File: src/rtl/fwd_pkg.sv
// Shared types and constants for the forwarding/hazard unit: the scoreboard
// entry layout, the register-file select code and the select-width helper.
package fwd_pkg;

    // Scoreboard rd field width; REG_AW of any instance must not exceed it.
    localparam int RD_W_MAX    = 8;
    localparam int SEL_REGFILE = 0;

    typedef struct packed {
        logic                valid;
        logic [RD_W_MAX-1:0] rd;
        logic                reg_write;
        logic                mem_read;
    } sb_entry_t;

    function automatic int sel_width(input int depth);
        return (depth < 1) ? 1 : $clog2(depth + 1);
    endfunction

endpackage

File: src/rtl/fwd_hazard_unit_if.sv
// ID-stage request / EX-stage select bundle between the pipeline and the
// forwarding unit. master = pipeline side, slave = forwarding unit.
interface fwd_hazard_unit_if #(
    parameter int NUM_SRC = 2,
    parameter int REG_AW  = 5,
    parameter int SEL_W   = 2
);
    logic                             id_valid;
    logic [NUM_SRC-1:0][REG_AW-1:0]   id_rs;
    logic [NUM_SRC-1:0]               id_rs_used;
    logic [REG_AW-1:0]                id_rd;
    logic                             id_reg_write;
    logic                             id_mem_read;
    logic                             ex_flush;
    logic                             pipe_hold;
    logic [NUM_SRC-1:0][SEL_W-1:0]    fwd_sel;
    logic                             stall;

    modport master (
        output id_valid, id_rs, id_rs_used, id_rd, id_reg_write, id_mem_read,
               ex_flush, pipe_hold,
        input  fwd_sel, stall
    );

    modport slave (
        input  id_valid, id_rs, id_rs_used, id_rd, id_reg_write, id_mem_read,
               ex_flush, pipe_hold,
        output fwd_sel, stall
    );
endinterface

File: src/rtl/fwd_match.sv
// Youngest-first priority matcher for one source operand against the tracked
// producers; yields the forward select and whether that producer is a late load.
module fwd_match
    import fwd_pkg::*;
#(
    parameter int DEPTH      = 2,
    parameter int REG_AW     = 5,
    parameter int LOAD_STAGE = 2,
    parameter int SEL_W      = 2
) (
    input  sb_entry_t          sb_i [0:DEPTH-1],
    input  logic [REG_AW-1:0]  rs_i,
    input  logic               rs_used_i,
    output logic [SEL_W-1:0]   sel_o,
    output logic               hazard_o
);

    logic [DEPTH-1:0] hit;

    // x0 is hard-wired zero, so it is never treated as produced.
    generate
        for (genvar gi = 0; gi < DEPTH; gi++) begin : g_hit
            assign hit[gi] = rs_used_i && sb_i[gi].valid && sb_i[gi].reg_write &&
                             (sb_i[gi].rd != '0) &&
                             (sb_i[gi].rd == RD_W_MAX'(rs_i));
        end
    endgenerate

    // Scan oldest to youngest so the youngest hit overwrites the result.
    always_comb begin
        sel_o    = SEL_W'(SEL_REGFILE);
        hazard_o = 1'b0;
        for (int j = DEPTH - 1; j >= 0; j--) begin
            if (hit[j]) begin
                sel_o    = SEL_W'(j + 1);
                hazard_o = sb_i[j].mem_read && ((j + 1) < LOAD_STAGE);
            end
        end
    end

endmodule

File: src/rtl/fwd_hazard_unit.sv
// Forwarding and load-use hazard unit: shift-register scoreboard of in-flight
// destinations, registered EX forward selects and a combinational stall.
module fwd_hazard_unit
    import fwd_pkg::*;
#(
    parameter int  NUM_SRC    = 2,
    parameter int  DEPTH      = 2,
    parameter int  REG_AW     = 5,
    parameter int  LOAD_STAGE = 2,
    localparam int SEL_W      = sel_width(DEPTH)
) (
    input  logic          clk,
    input  logic          reset,
    fwd_hazard_unit_if.slave bus
);

    sb_entry_t                      e_q [0:DEPTH];
    sb_entry_t                      e0_d;
    sb_entry_t                      match_view [0:DEPTH-1];
    logic [NUM_SRC-1:0][SEL_W-1:0]  cand_sel;
    logic [NUM_SRC-1:0][SEL_W-1:0]  fwd_sel_q;
    logic [NUM_SRC-1:0][SEL_W-1:0]  fwd_sel_d;
    logic [NUM_SRC-1:0]             src_hazard;
    logic                           stall_int;
    logic                           bubble;

    // The ID instruction lands one stage behind each entry, hence e[j] -> sel j+1;
    // the entry at DEPTH is already served by the write-through register file.
    generate
        for (genvar gi = 0; gi < DEPTH; gi++) begin : g_view
            assign match_view[gi] = e_q[gi];
        end

        for (genvar gi = 0; gi < NUM_SRC; gi++) begin : g_src
            fwd_match #(
                .DEPTH      (DEPTH),
                .REG_AW     (REG_AW),
                .LOAD_STAGE (LOAD_STAGE),
                .SEL_W      (SEL_W)
            ) u_match (
                .sb_i      (match_view),
                .rs_i      (bus.id_rs[gi]),
                .rs_used_i (bus.id_rs_used[gi]),
                .sel_o     (cand_sel[gi]),
                .hazard_o  (src_hazard[gi])
            );
        end
    endgenerate

    assign stall_int = bus.id_valid && (|src_hazard) && !reset;
    assign bubble    = bus.ex_flush || stall_int;

    always_comb begin
        e0_d      = '0;
        fwd_sel_d = '0;
        if (!bubble) begin
            e0_d.valid     = bus.id_valid;
            e0_d.rd        = RD_W_MAX'(bus.id_rd);
            e0_d.reg_write = bus.id_reg_write;
            e0_d.mem_read  = bus.id_mem_read;
            if (bus.id_valid) begin
                fwd_sel_d = cand_sel;
            end
        end
    end

    always_ff @(posedge clk) begin
        if (reset) begin
            for (int k = 0; k <= DEPTH; k++) begin
                e_q[k] <= '0;
            end
            fwd_sel_q <= '0;
        end else if (!bus.pipe_hold) begin
            for (int k = 1; k <= DEPTH; k++) begin
                e_q[k] <= e_q[k-1];
            end
            e_q[0]    <= e0_d;
            fwd_sel_q <= fwd_sel_d;
        end
    end

    assign bus.fwd_sel = fwd_sel_q;
    assign bus.stall   = stall_int;

endmodule

File: src/flat_wrapper.sv
// flat-port wrapper written by rule: the top's interface ports become plain ports
module fwd_hazard_unit_flat import fwd_pkg::*;
#(
    parameter int  NUM_SRC    = 2,
    parameter int  DEPTH      = 2,
    parameter int  REG_AW     = 5,
    parameter int  LOAD_STAGE = 2,
    localparam int SEL_W      = sel_width(DEPTH)
)
  (clk, reset, bus_id_valid, bus_id_rs, bus_id_rs_used, bus_id_rd, bus_id_reg_write, bus_id_mem_read, bus_ex_flush, bus_pipe_hold, bus_fwd_sel, bus_stall);
  fwd_hazard_unit_if #(.NUM_SRC(NUM_SRC), .REG_AW(REG_AW), .SEL_W(2)) bus_i ();
  input  logic clk;
  input  logic reset;
  input wire logic [$bits(bus_i.id_valid)-1:0] bus_id_valid;
  input wire logic [$bits(bus_i.id_rs)-1:0] bus_id_rs;
  input wire logic [$bits(bus_i.id_rs_used)-1:0] bus_id_rs_used;
  input wire logic [$bits(bus_i.id_rd)-1:0] bus_id_rd;
  input wire logic [$bits(bus_i.id_reg_write)-1:0] bus_id_reg_write;
  input wire logic [$bits(bus_i.id_mem_read)-1:0] bus_id_mem_read;
  input wire logic [$bits(bus_i.ex_flush)-1:0] bus_ex_flush;
  input wire logic [$bits(bus_i.pipe_hold)-1:0] bus_pipe_hold;
  output wire logic [$bits(bus_i.fwd_sel)-1:0] bus_fwd_sel;
  output wire logic [$bits(bus_i.stall)-1:0] bus_stall;
  assign bus_i.id_valid = bus_id_valid;
  assign bus_i.id_rs = bus_id_rs;
  assign bus_i.id_rs_used = bus_id_rs_used;
  assign bus_i.id_rd = bus_id_rd;
  assign bus_i.id_reg_write = bus_id_reg_write;
  assign bus_i.id_mem_read = bus_id_mem_read;
  assign bus_i.ex_flush = bus_ex_flush;
  assign bus_i.pipe_hold = bus_pipe_hold;
  assign bus_fwd_sel = bus_i.fwd_sel;
  assign bus_stall = bus_i.stall;
  fwd_hazard_unit #(.NUM_SRC(NUM_SRC), .DEPTH(DEPTH), .REG_AW(REG_AW), .LOAD_STAGE(LOAD_STAGE)) u_core (.clk(clk), .reset(reset), .bus(bus_i));
endmodule
File: config.mk
export PLATFORM = sky130hd
export DESIGN_NAME = fwd_hazard_unit_flat
export DESIGN_NICKNAME = d
export VERILOG_FILES = /design/src/rtl/fwd_pkg.sv /design/src/rtl/fwd_hazard_unit_if.sv /design/src/rtl/fwd_match.sv /design/src/rtl/fwd_hazard_unit.sv /design/src/flat_wrapper.sv
export SDC_FILE = /design/constraint.sdc
export NUM_CORES = 1
export LEC_CHECK = 0
export BUFFER_PORTS_ARGS = -buffer_cell sky130_fd_sc_hd__buf_2
export CAP_MARGIN = 30
export CORE_MARGIN = 3
export CORE_UTILIZATION = 59
export CTS_BUF_LIST = sky130_fd_sc_hd__clkbuf_4
export CTS_CLUSTER_SIZE = 30
export DETAILED_ROUTE_END_ITERATION = 7
export GPL_TIMING_DRIVEN = 0
export HOLD_SLACK_MARGIN = 0.02
export PLACE_DENSITY_LB_ADDON = 0.3
export SLEW_MARGIN = 0
export SYNTH_ARGS = -nofsm -noshare
export SYNTH_HDL_FRONTEND = slang
export SYNTH_HIERARCHICAL = 1
export SYNTH_SLANG_ARGS = --single-unit
File: constraint.sdc
create_clock -name clk -period 4.28 [get_ports clk]
set_input_delay 0.856 -clock clk [delete_from_list [all_inputs] [get_ports clk]]
set_output_delay 0.856 -clock clk [all_outputs]
set_load 0.05 [all_outputs]
### After elaboration in Yosys (flattened, before gate mapping)

Memory sizes are Yosys's and may differ from the RTL's.
Cells that the tools add are included.

| storage, ports and cells | value |
|---|---|
| register bits | 4 |
| bits in writable memories | 33 |
| output and inout port bits | 5 |
| logic and storage cells | 50 |
| memories kept | 1 |

| operators by class | value |
|---|---|
| equality and inequality tests | 4 |
| multiplexer cells | 17 |
| bitwise operators | 3 |
| reductions and logical operators | 23 |

Memory list:

| memory | words | bits a word | rd ports | clocked after Yosys merged registers in | wr ports | RTL line | text |
|---|---|---|---|---|---|---|---|
| u_core.e_q | 3 | 11 | 2 | 0 | 3 | fwd_hazard_unit.sv:17 | `sb_entry_t e_q [0:DEPTH];` |

Operators by type and width:

| operator | count |
|---|---|
| two-way mux 11 bit | 4 |
| equality test 8 x 5 -> 1 bit | 4 |
| logical AND 1 bit | 18 |
| nonzero test 8 bit | 2 |
| two-way mux 2 bit | 4 |
| two-way mux 4 bit | 2 |
| two-way mux 1 bit | 7 |
| bitwise OR 1 bit | 3 |
| OR reduction 2 bit | 1 |
| zero test 1 bit | 1 |
| logical OR 1 bit | 1 |

### Longest topological paths before layout

Gate-level depths: netlist of the first run.

| depth | value |
|---|---|
| depth in word-level cells | 11 |
| gate-level depth with buffers | 6 |

### Modules after synthesis

The synthesis of the first run kept the hierarchy.

Modules (own cells, without submodules):

| module | instances | cells each | area each (µm²) | seq. area each (µm²) |
|---|---|---|---|---|
| fwd_hazard_unit | 1 | 50 | 809.5 | 560.5 |
| fwd_match | 2 | 25 | 192.7 | 0.0 |

### Worst setup path after synthesis of the first run

No wires, ideal clock.

| timing | value |
|---|---|
| kind | input to output |
| from | in bus_id_rs[8] |
| to | out bus_stall |
| data arrival time | 2075 ps |
| required time | 3424 ps |
| slack | 1349 ps |
| cell stages on the path | 5 |
| buffers on the path | 0 |
| cells stage by stage | xor2_1 -> nor4_1 -> o2111a_2 -> and2_2 -> o21a_1 |

| between the ends | value |
|---|---|
| longest elaborated chain between the ends | 6 |

RTL lines:

| what | RTL line | text |
|---|---|---|
| start, declared | flat_wrapper.sv:15 | `input wire logic [$bits(bus_i.id_rs)-1:0] bus_id_rs;` |
| equality test 8 x 5 -> 1 bit | fwd_match.sv:25 | `(sb_i[gi].rd == RD_W_MAX'(rs_i));` |
| logical AND 1 bit | fwd_match.sv:24 | `(sb_i[gi].rd != '0) &&` |
| two-way mux 1 bit | fwd_match.sv:34 | `if (hit[j]) begin` |
| net u_core.src_hazard[1] | fwd_hazard_unit.sv:23 | `logic [NUM_SRC-1:0] src_hazard;` |
| OR reduction 2 bit | fwd_hazard_unit.sv:50 | `assign stall_int = bus.id_valid && (\|src_hazard) && !reset;` |
| logical AND 1 bit (2 in series) | fwd_hazard_unit.sv:50 |  |
| end, declared | flat_wrapper.sv:23 | `output wire logic [$bits(bus_i.stall)-1:0] bus_stall;` |

The timed path passes the listed nets, and every way through them passes these cells.

### Worst setup path in the final report of the first run

| timing | value |
|---|---|
| from | in bus_id_rs[3] |
| to | out bus_stall |

Same word-level chain as after synthesis.

==> results of run 1 <==
[worst paths after layout]
path                               from                    end  slack, ps  cells after the start
setup / recovery           bus_id_rs[3]              bus_stall       1070                      7
setup reg to reg       u_core/e_q[0][5]       u_core/e_q[0][6]       1990                      6
hold / removal    u_core/bus.fwd_sel[2]  u_core/bus.fwd_sel[2]        470                      1
hold reg to reg   u_core/bus.fwd_sel[2]  u_core/bus.fwd_sel[2]        470                      1
[power by group through the flow]
stage,clock network (mW),registers (mW),logic (mW)
2_1_floorplan,0,0.223,0.0351
3_3_place_gp,0,0.226,0.0523
3_5_place_dp,0,0.226,0.0552
4_1_cts,0.0922,0.222,0.0555
5_1_grt,0.102,0.224,0.0618
6_report,0.0902,0.222,0.0561
[layer usage]
layer	wire length [um]	part of all wire	global-route usage
met1	965	0.41	0.240
met5	0	0	0
met4	28	0.012	0.0942
met2	1240	0.53	0.409
met3	97	0.042	0.0297
[sequential cells by signal, indices dropped and copies added, names as in the netlist]
signal              flops
u_core/bus.fwd_sel      4
u_core/e_q             15
[worst max-delay path, delay by kind of cell]
kind / cells / cell delay, ps
xor gates and xnor gates: 1 / 140
buffers and inverters: 2 / 370
AOI/OAI and AO/OA: 2 / 410
and+or+nand+nor: 2 / 580
[area by class of cell]
type                       instances  area [um2]
tap                               25        31.3
buffer                             1        7.51
multi-input combinational         88         658
timing repair buffer              28         140
inverter                           1        3.75
clock buffer                       4        30.0
sequential                        19         531
fill                             131         382
[per-stage QoR]
| step | cells | power [mW] | worst slack, ps | instance area [um2] |
|---|---|---|---|---|
| 3_3_place_gp | 162 | 0.278 | 1120 | 1370 |
| 2_1_floorplan | 109 | 0.258 | 1350 | 1200 |
| 4_1_cts | 166 | 0.370 | 1070 | 1400 |
| 6_report | 166 | 0.368 | 1070 | 1400 |
| 5_1_grt | 166 | 0.388 | 1020 | 1400 |
| 3_5_place_dp | 162 | 0.282 | 1080 | 1370 |
==> reports/metrics.csv, run 1 <==
metric;value;unit
path_class;in -> out;
relSlewSlack;0.648;
fin_skew;5.28;ps
cp_cell_sequence;buf_2, xor2_1, nor4_1, o2111a_2, and2_2, o21a_1, buf_2;
holdWs;473;ps
outcome;completed;
dp.final_hpwl;1.87;mm
final_common_cell;buf_2;
postCtsSetupRepairBufs;0;
syn_area;0.00116;mm2
post_cts_resized;0;
p_switching;0.0874;mW
p_int;0.281;mW
drt-wirelength-per-cell;14.0;um
hold_buffers;0;
maxCapViolations;0;
drt_iter0_drc;20;
clock_sinks;19;
syn_area_per_cell;11.8;um2
grt_setup_unrepaired;no;
setup-tns-final;0;ps
syn2layout_area_growth;20.9;%
required;3420;ps
vias_per_cell;5.28;
start_util;0.650;
critPathCaptureType;primary output;
ys_warn_count;6;
pwr-share-comb;0.152;
clk_pin_slew;100;ps
die_w;50.3;um
final_cell_mix;buf_2 (28), edfxtp_1 (15), conb_1 (12);
slowest_delay;390;ps
critPathSlowestCell;nor4_1;
timing.final.crit_share;0.750;
switching_share;0.237;
path_max_fanout;3;
h-tree-depth;1;
cts_buffers;3;
tritoncts;built;
power_density;263;mW/mm2
wirelength;2.33;mm
timing.fmax;311;MHz
n_antenna_cell;0;
drt_pre_antenna_iters;4;
drc;0;
finalSetupViolCount;0;
vias;876;
ios;29;
tightest_slew;527;ps
fin_nets;166;
pwr-share-clk;0.245;
place_congestion;0.782;
postLayoutCoreUtil;0.786;
cp_common_cell;buf_2;
period_needed;3210;ps
startpoint_type;input port;
grt-ovfl-total;0;
insertion_delay;280;ps
p_leak;0.553;nW
slew_violations;0;
hold_viol;0;
clock_tree.root_cell;clkbuf_4;
grt_use_total;0.217;
die_area;0.00253;mm2
rows;15;
crit_arrival;2360;ps
grt_pass1_wl;4.08;mm
synthCells;98;
portBuffers;28;
detail-route-antenna-nets;0;
seqPwrFrac;0.603;
hp-class;reg -> reg;
peakVddDrop;0.236;mV
drive_gt1_frac;0.348;
grt_start_max_net_pins;16;
antenna_found_initial;0;
clock_path_buffers;2;
grt_pass1_vias;917;
fp.coreArea;0.00178;mm2
dieHeight;50.3;um
(Power assumes the default switching activity.)
==> inputs of run 2 (changes only) <==
--- a/config.mk
+++ b/config.mk
@@ -8,7 +8,7 @@
 export BUFFER_PORTS_ARGS = -buffer_cell sky130_fd_sc_hd__buf_2
 export CAP_MARGIN = 30
 export CORE_MARGIN = 3
-export CORE_UTILIZATION = 59
+export CORE_UTILIZATION = 55
 export CTS_BUF_LIST = sky130_fd_sc_hd__clkbuf_4
 export CTS_CLUSTER_SIZE = 30
 export DETAILED_ROUTE_END_ITERATION = 7
==> constraint.sdc (replaced) <==
create_clock -name clk -period 3.3 [get_ports clk]
set_input_delay 0.66 -clock clk [delete_from_list [all_inputs] [get_ports clk]]
set_output_delay 0.66 -clock clk [all_outputs]
set_load 0.05 [all_outputs]
==> run 2 against run 1 <==
Compared with the run above:
- utilization fell by 3.2 points
- worst hold slack improved by 3.8 ps
- via count rose by 3.3%
- largest cell class unchanged
==> reports/metrics.csv, run 2 (same netlist as run 1, synthesis figures left out) <==
metric;value;unit;change
outcome;completed;;
nFillCells;125;;-4.6%
crit_buf_inv;1;;-1
drt_iter0_drc;20;;unchanged
pwr-share-clk;0.248;;+0.003
p_int;0.364;mW;+30%
critPathCaptureType;primary output;;
slew_violations;0;;unchanged
maxCapViolations;0;;unchanged
grt_use_total;0.199;;-0.0186
stdcell_count;166;;unchanged
post_cts_resized;0;;unchanged
worst_slack;480;ps;-589 ps
fin_skew;5.38;ps;+0.100 ps
relSlewSlack;0.644;;-0.00404
grt_pass1_vias;954;;+4.0%
vias;905;;+3.3%
placed_cells;162;;unchanged
seqPwrFrac;0.602;;about the same
wirelength;2.29;mm;-1.8%
path_delay_family;flip-flops;;
tightest_slew;533;ps;+6.05 ps
hold_buffers;0;;unchanged
final_cell_mix;buf_2 (28), edfxtp_1 (15), conb_1 (12);;
p_switching;0.114;mW;+30%
final_common_cell;buf_2;;
regToRegSetupSlack;1080;ps;-910 ps
hold_end;u_core/bus.fwd_sel[3];;
drc;0;;unchanged
grt_start_max_net_pins;16;;unchanged
clk_pin_slew;100;ps;about the same
clock_path_buffers;2;;unchanged
syn2layout_area_growth;20.9;%;unchanged
largest_reg_flops;15;;unchanged
crit_arrival;2160;ps;-200 ps
place_ws;562;ps;-514 ps
power_density;342;mW/mm2;+30%
switching_share;0.238;;+0.00112
r2r_end;u_core/e_q[0][6];;
die_area;0.00269;mm2;+6.4%
vias_per_cell;5.45;;+3.3%
die_w;51.9;um;+3.1%
fin_nets;166;;unchanged
startpoint_type;flip-flop;;
whs_path_depth;1;;unchanged
critPathSlowestCell;edfxtp_1;;
pwr-share-comb;0.150;;-0.002
place_congestion;0.784;;+0.24%
path_max_fanout;5;;+2
holdWs;476;ps;+3.80 ps
drive_gt1_frac;0.348;;unchanged
fp.coreArea;0.00186;mm2;+4.2%
multi_input_area;658;um2;unchanged
antenna_found_initial;0;;unchanged
n_antenna_cell;0;;unchanged
hold_viol;0;;unchanged
dp.final_hpwl;1.84;mm;-1.5%
dieHeight;51.9;um;+3.1%
clock_sinks;19;;unchanged
detail-route-antenna-nets;0;;unchanged
postCtsSetupRepairBufs;0;;unchanged
hp-class;reg -> reg;;
cp_cell_sequence;xor2_1, nor4_1, o2111a_2, and2_2, o21a_1, buf_2;;
timing.final.crit_share;0.855;;
setup-tns-final;0;ps;unchanged
min_from;u_core/bus.fwd_sel[3];;
start_util;0.624;;-0.0263
peakVddDrop;0.291;mV;+23%
finalSetupViolCount;0;;unchanged
p_leak;0.553;nW;unchanged
grt-ovfl-total;0;;unchanged
timing.fmax;355;MHz;
reg2regPathDepth;6;;unchanged
grt_setup_unrepaired;no;;
drt-wirelength-per-cell;13.8;um;-1.8%
rows;15;;unchanged
slowest_delay;510;ps;+120 ps
path_class;reg -> out;;
largest-register;u_core/e_q;;
drt_pre_antenna_iters;4;;unchanged
insertion_delay;280;ps;about the same
grt_pass1_wl;3.92;mm;-3.9%
portBuffers;28;;unchanged
ios;29;;unchanged
period_needed;2820;ps;
required;2640;ps;-780 ps
regArea;531;um2;unchanged
h-tree-depth;1;;unchanged
tritoncts;built;;
worstReg2RegStart;u_core/e_q[0][5];;
cts_buffers;3;;unchanged
clock_tree.root_cell;clkbuf_4;;
run 2: cell counts in the layout (fill, tap and decap cells not counted):
No cell type changed its count.
run 2: area by class of cell:
type / count / area share
multi-input combinational: 88 / 0.470
sequential: 19 / 0.379
timing repair buffer: 28 / 0.100
tap: 25 / 0.0223
clock buffer: 4 / 0.0214
buffer: 1 / 0.00536
inverter: 1 / 0.00268
run 2: routing by layer:
layer	vias to the layer above	track usage	wire (um)
li1	442	-	-
met1	431	0.229	925
met2	28	0.364	1210
met3	4	0.0172	112
met4	0	0.0961	44
met5	-	0	0
run 2: how the worst max path moves through the flow:
| stage | cells after the start | start | to |
|---|---|---|---|
| 4_1_cts | 6 | u_core/e_q[0][5] | bus_stall |
| 3_3_place_gp | 7 | bus_id_rs[3] | bus_stall |
| 6_report | 6 | u_core/e_q[0][5] | bus_stall |
| 5_1_grt | 6 | u_core/e_q[0][5] | bus_stall |
| 3_5_place_dp | 7 | bus_id_rs[8] | bus_stall |
| 2_1_floorplan | 5 | bus_id_rs[8] | bus_stall |
run 2: metrics by stage:
stage	area, um2	total power [mW]	util
floorplan	1200	0.334	-
global placement	1370	0.360	0.738
global route	1400	0.505	0.754
detailed placement	1370	0.365	0.738
CTS	1400	0.482	0.754
finish	1400	0.479	0.754
run 2: power by group through the flow:
stage	combinational, mW	clock (mW)	sequential, mW
after floorplan	0.0456	0	0.289
after global placement	0.0675	0	0.293
after detailed placement	0.0717	0	0.293
after CTS	0.0720	0.122	0.288
after global routing	0.0803	0.135	0.290
final	0.0720	0.119	0.288
==> inputs of run 3 (changes only) <==
==> constraint.sdc (replaced) <==
create_clock -name clk -period 2.6 [get_ports clk]
set_input_delay 0.52 -clock clk [delete_from_list [all_inputs] [get_ports clk]]
set_output_delay 0.52 -clock clk [all_outputs]
set_load 0.05 [all_outputs]
==> run 3 against run 2 <==
Compared with the run above:
- the run now ends with negative setup slack left
- count of clock-buffer cells in the layout stayed put
- critical path depth increased by 1
- global-route usage increased by 0.67 points
- non-clock buffer count rose by 10
- combinational power up 67%
- register-to-register slack lost 710 ps
- first-iteration DRC count fell by 15%
- worst setup slack got worse by 490 ps
- sequential power rose by 27%
- flip-flop and latch count did not move
- clock skew is 2.0 ps lower
- routed wire length increased by 18%
- largest power group unchanged
==> reports/metrics.csv, run 3 (same netlist as run 1, synthesis figures left out) <==
metric;value;unit;change
outcome;complete, but fails checks;;
violations;negative setup slack;;
tightest_slew;538;ps;+4.12 ps
portBuffers;28;;unchanged
largest-register;u_core/e_q;;
die_w;51.9;um;unchanged
clock_path_buffers;2;;unchanged
p_total;0.635;mW;+33%
holdWs;480;ps;+3.60 ps
n_antenna_cell;0;;unchanged
grt_use_met2;0.374;;+0.0105
fin_area;0.00154;mm2;+10%
wirelength;2.69;mm;+18%
p_leak;0.618;nW;+12%
fin_nets;176;;+6.0%
clk_pin_slew;100;ps;about the same
cp_common_cell;buf_6;;
rows;15;;unchanged
cts_buffers;3;;unchanged
timing.fmax;383;MHz;
vias;970;;+7.2%
grt_pass1_wl;4.03;mm;+2.8%
drt_iter0_drc;17;;-15%
start_util;0.624;;unchanged
placed_cell_area;0.00137;mm2;unchanged
setup-tns-final;-10.3;ps;-10.3 ps
regArea;531;um2;unchanged
final_cell_mix;buf_2 (27), edfxtp_1 (15), conb_1 (12);;
drt-wirelength-per-cell;15.3;um;+11%
path_delay_family;flip-flops;;
placed_cells;162;;unchanged
grt-ovfl-total;0;;unchanged
critPathCaptureType;primary output;;
final_common_cell;buf_2;;
tritoncts;built;;
drive_gt1_frac;0.411;;+0.0631
startpoint_type;flip-flop;;
slew_violations;0;;unchanged
h-tree-depth;1;;unchanged
dp.final_hpwl;1.84;mm;unchanged
finalSetupViolCount;1;;+1
slowest_delay;520;ps;about the same
fin_skew;3.43;ps;-1.95 ps
fp.coreArea;0.00186;mm2;unchanged
hold_viol;0;;unchanged
detail-route-antenna-nets;0;;unchanged
syn2layout_area_growth;33.0;%;
multi_input_area;698;um2;+6.1%
path_class;reg -> out;;
nFillCells;112;;-10%
relSlewSlack;0.641;;-0.00275
period_needed;2610;ps;
met3_usage;0.0172;;unchanged
largest_reg_flops;15;;unchanged
antenna_found_initial;0;;unchanged
insertion_delay;280;ps;about the same
grt_start_max_net_pins;16;;unchanged
power_density;412;mW/mm2;+21%
cp_cell_sequence;buf_6, xor2_2, nor4_2, o2111a_2, and2_4, o21a_1, buf_6;;
grt_setup_unrepaired;yes;;
die_area;0.00269;mm2;unchanged
maxCapViolations;0;;unchanged
grt_pass1_vias;966;;+1.3%
grt_use_total;0.205;;+0.00672
crit_buf_inv;2;;+1
crit_arrival;2090;ps;-70 ps
stdcell_count;176;;+6.0%
place_congestion;0.784;;unchanged
hp-class;reg -> reg;;
ios;29;;unchanged
clock_tree.root_cell;clkbuf_4;;
path_max_fanout;5;;unchanged
dieHeight;51.9;um;unchanged
timing.final.crit_share;1.00;;
drc;0;;unchanged
worst_slack;-10.3;ps;-490 ps
vias_per_cell;5.51;;+1.1%
grt-busiest-layer;met2;;
peakVddDrop;0.387;mV;+33%
met1_usage;0.240;;+0.0112
critPathSlowestCell;edfxtp_1;;
clock_sinks;19;;unchanged
drt_pre_antenna_iters;4;;unchanged
required;2080;ps;-560 ps
-- run 3: cell types whose count changed in the layout (fill, tap and decap cells not counted) --
cell,previous run,this run
buf_6,0,6
buf_4,1,6
and2_2,2,0
and2_4,0,2
nor4_1,4,2
nor4_4,0,2
buf_2,28,27
xor2_1,8,7
xor2_2,0,1
-- run 3: repair_timing --
action	in CTS	in global routing
pin swaps	3	11
gates resized for setup	1	13
cloned	0	0
hold buffers	0	0
setup buffers	4	7
endpoints found under the setup margin	1	1
-- run 3: final cells by class --
cell class                      count  share of cell area
Sequential cell                    19               0.344
Multi-Input combinational cell     88               0.453
Clock buffer                        4              0.0195
Buffer                              1             0.00487
Tap cell                           25              0.0203
Timing Repair Buffer               38               0.156
Inverter                            1             0.00244
-- run 3: worst paths after layout --
kind | from | endpoint | slack (ps) | cells after the start
max reg2reg | u_core/e_q[0][6] | u_core/e_q[0][10] | 370 | 8
min reg2reg | u_core/bus.fwd_sel[3] | u_core/bus.fwd_sel[3] | 480 | 1
max | u_core/e_q[0][2] | bus_stall | -10 | 7
min | u_core/bus.fwd_sel[3] | u_core/bus.fwd_sel[3] | 480 | 1
-- run 3: power breakdown --
| part | switching (mW) | internal (mW) |
|---|---|---|
| clock | 0.0800 | 0.0700 |
| combinational | 0.0575 | 0.0624 |
| sequential | 0.0203 | 0.345 |
| total | 0.158 | 0.478 |
-- run 3: stage by stage --
| step | util | setup slack [ps] |
|---|---|---|
| 2_1_floorplan | - | 341 |
| 3_3_place_gp | 0.738 | 144 |
| 3_5_place_dp | 0.738 | 142 |
| 4_1_cts | 0.772 | 11.1 |
| 5_1_grt | 0.830 | -95.6 |
| 6_report | 0.830 | -10.3 |
-- run 3: routing by layer --
metal | vias up | wire [um] | part of all wire
met5 | - | 0 | 0
met4 | 0 | 54 | 0.020
met3 | 6 | 114 | 0.042
met2 | 33 | 1470 | 0.54
met1 | 465 | 1060 | 0.39
li1 | 466 | - | -
-- run 3: worst reg2reg max path, stage by stage (launching register included) --
cell and delay [ps]:
edfxtp_1 470, buf_6 170, nor4_4 250, nor2_1 70
o2111a_2 270, and2_4 150, buf_4 130, nor4_2 400
and2_1 200
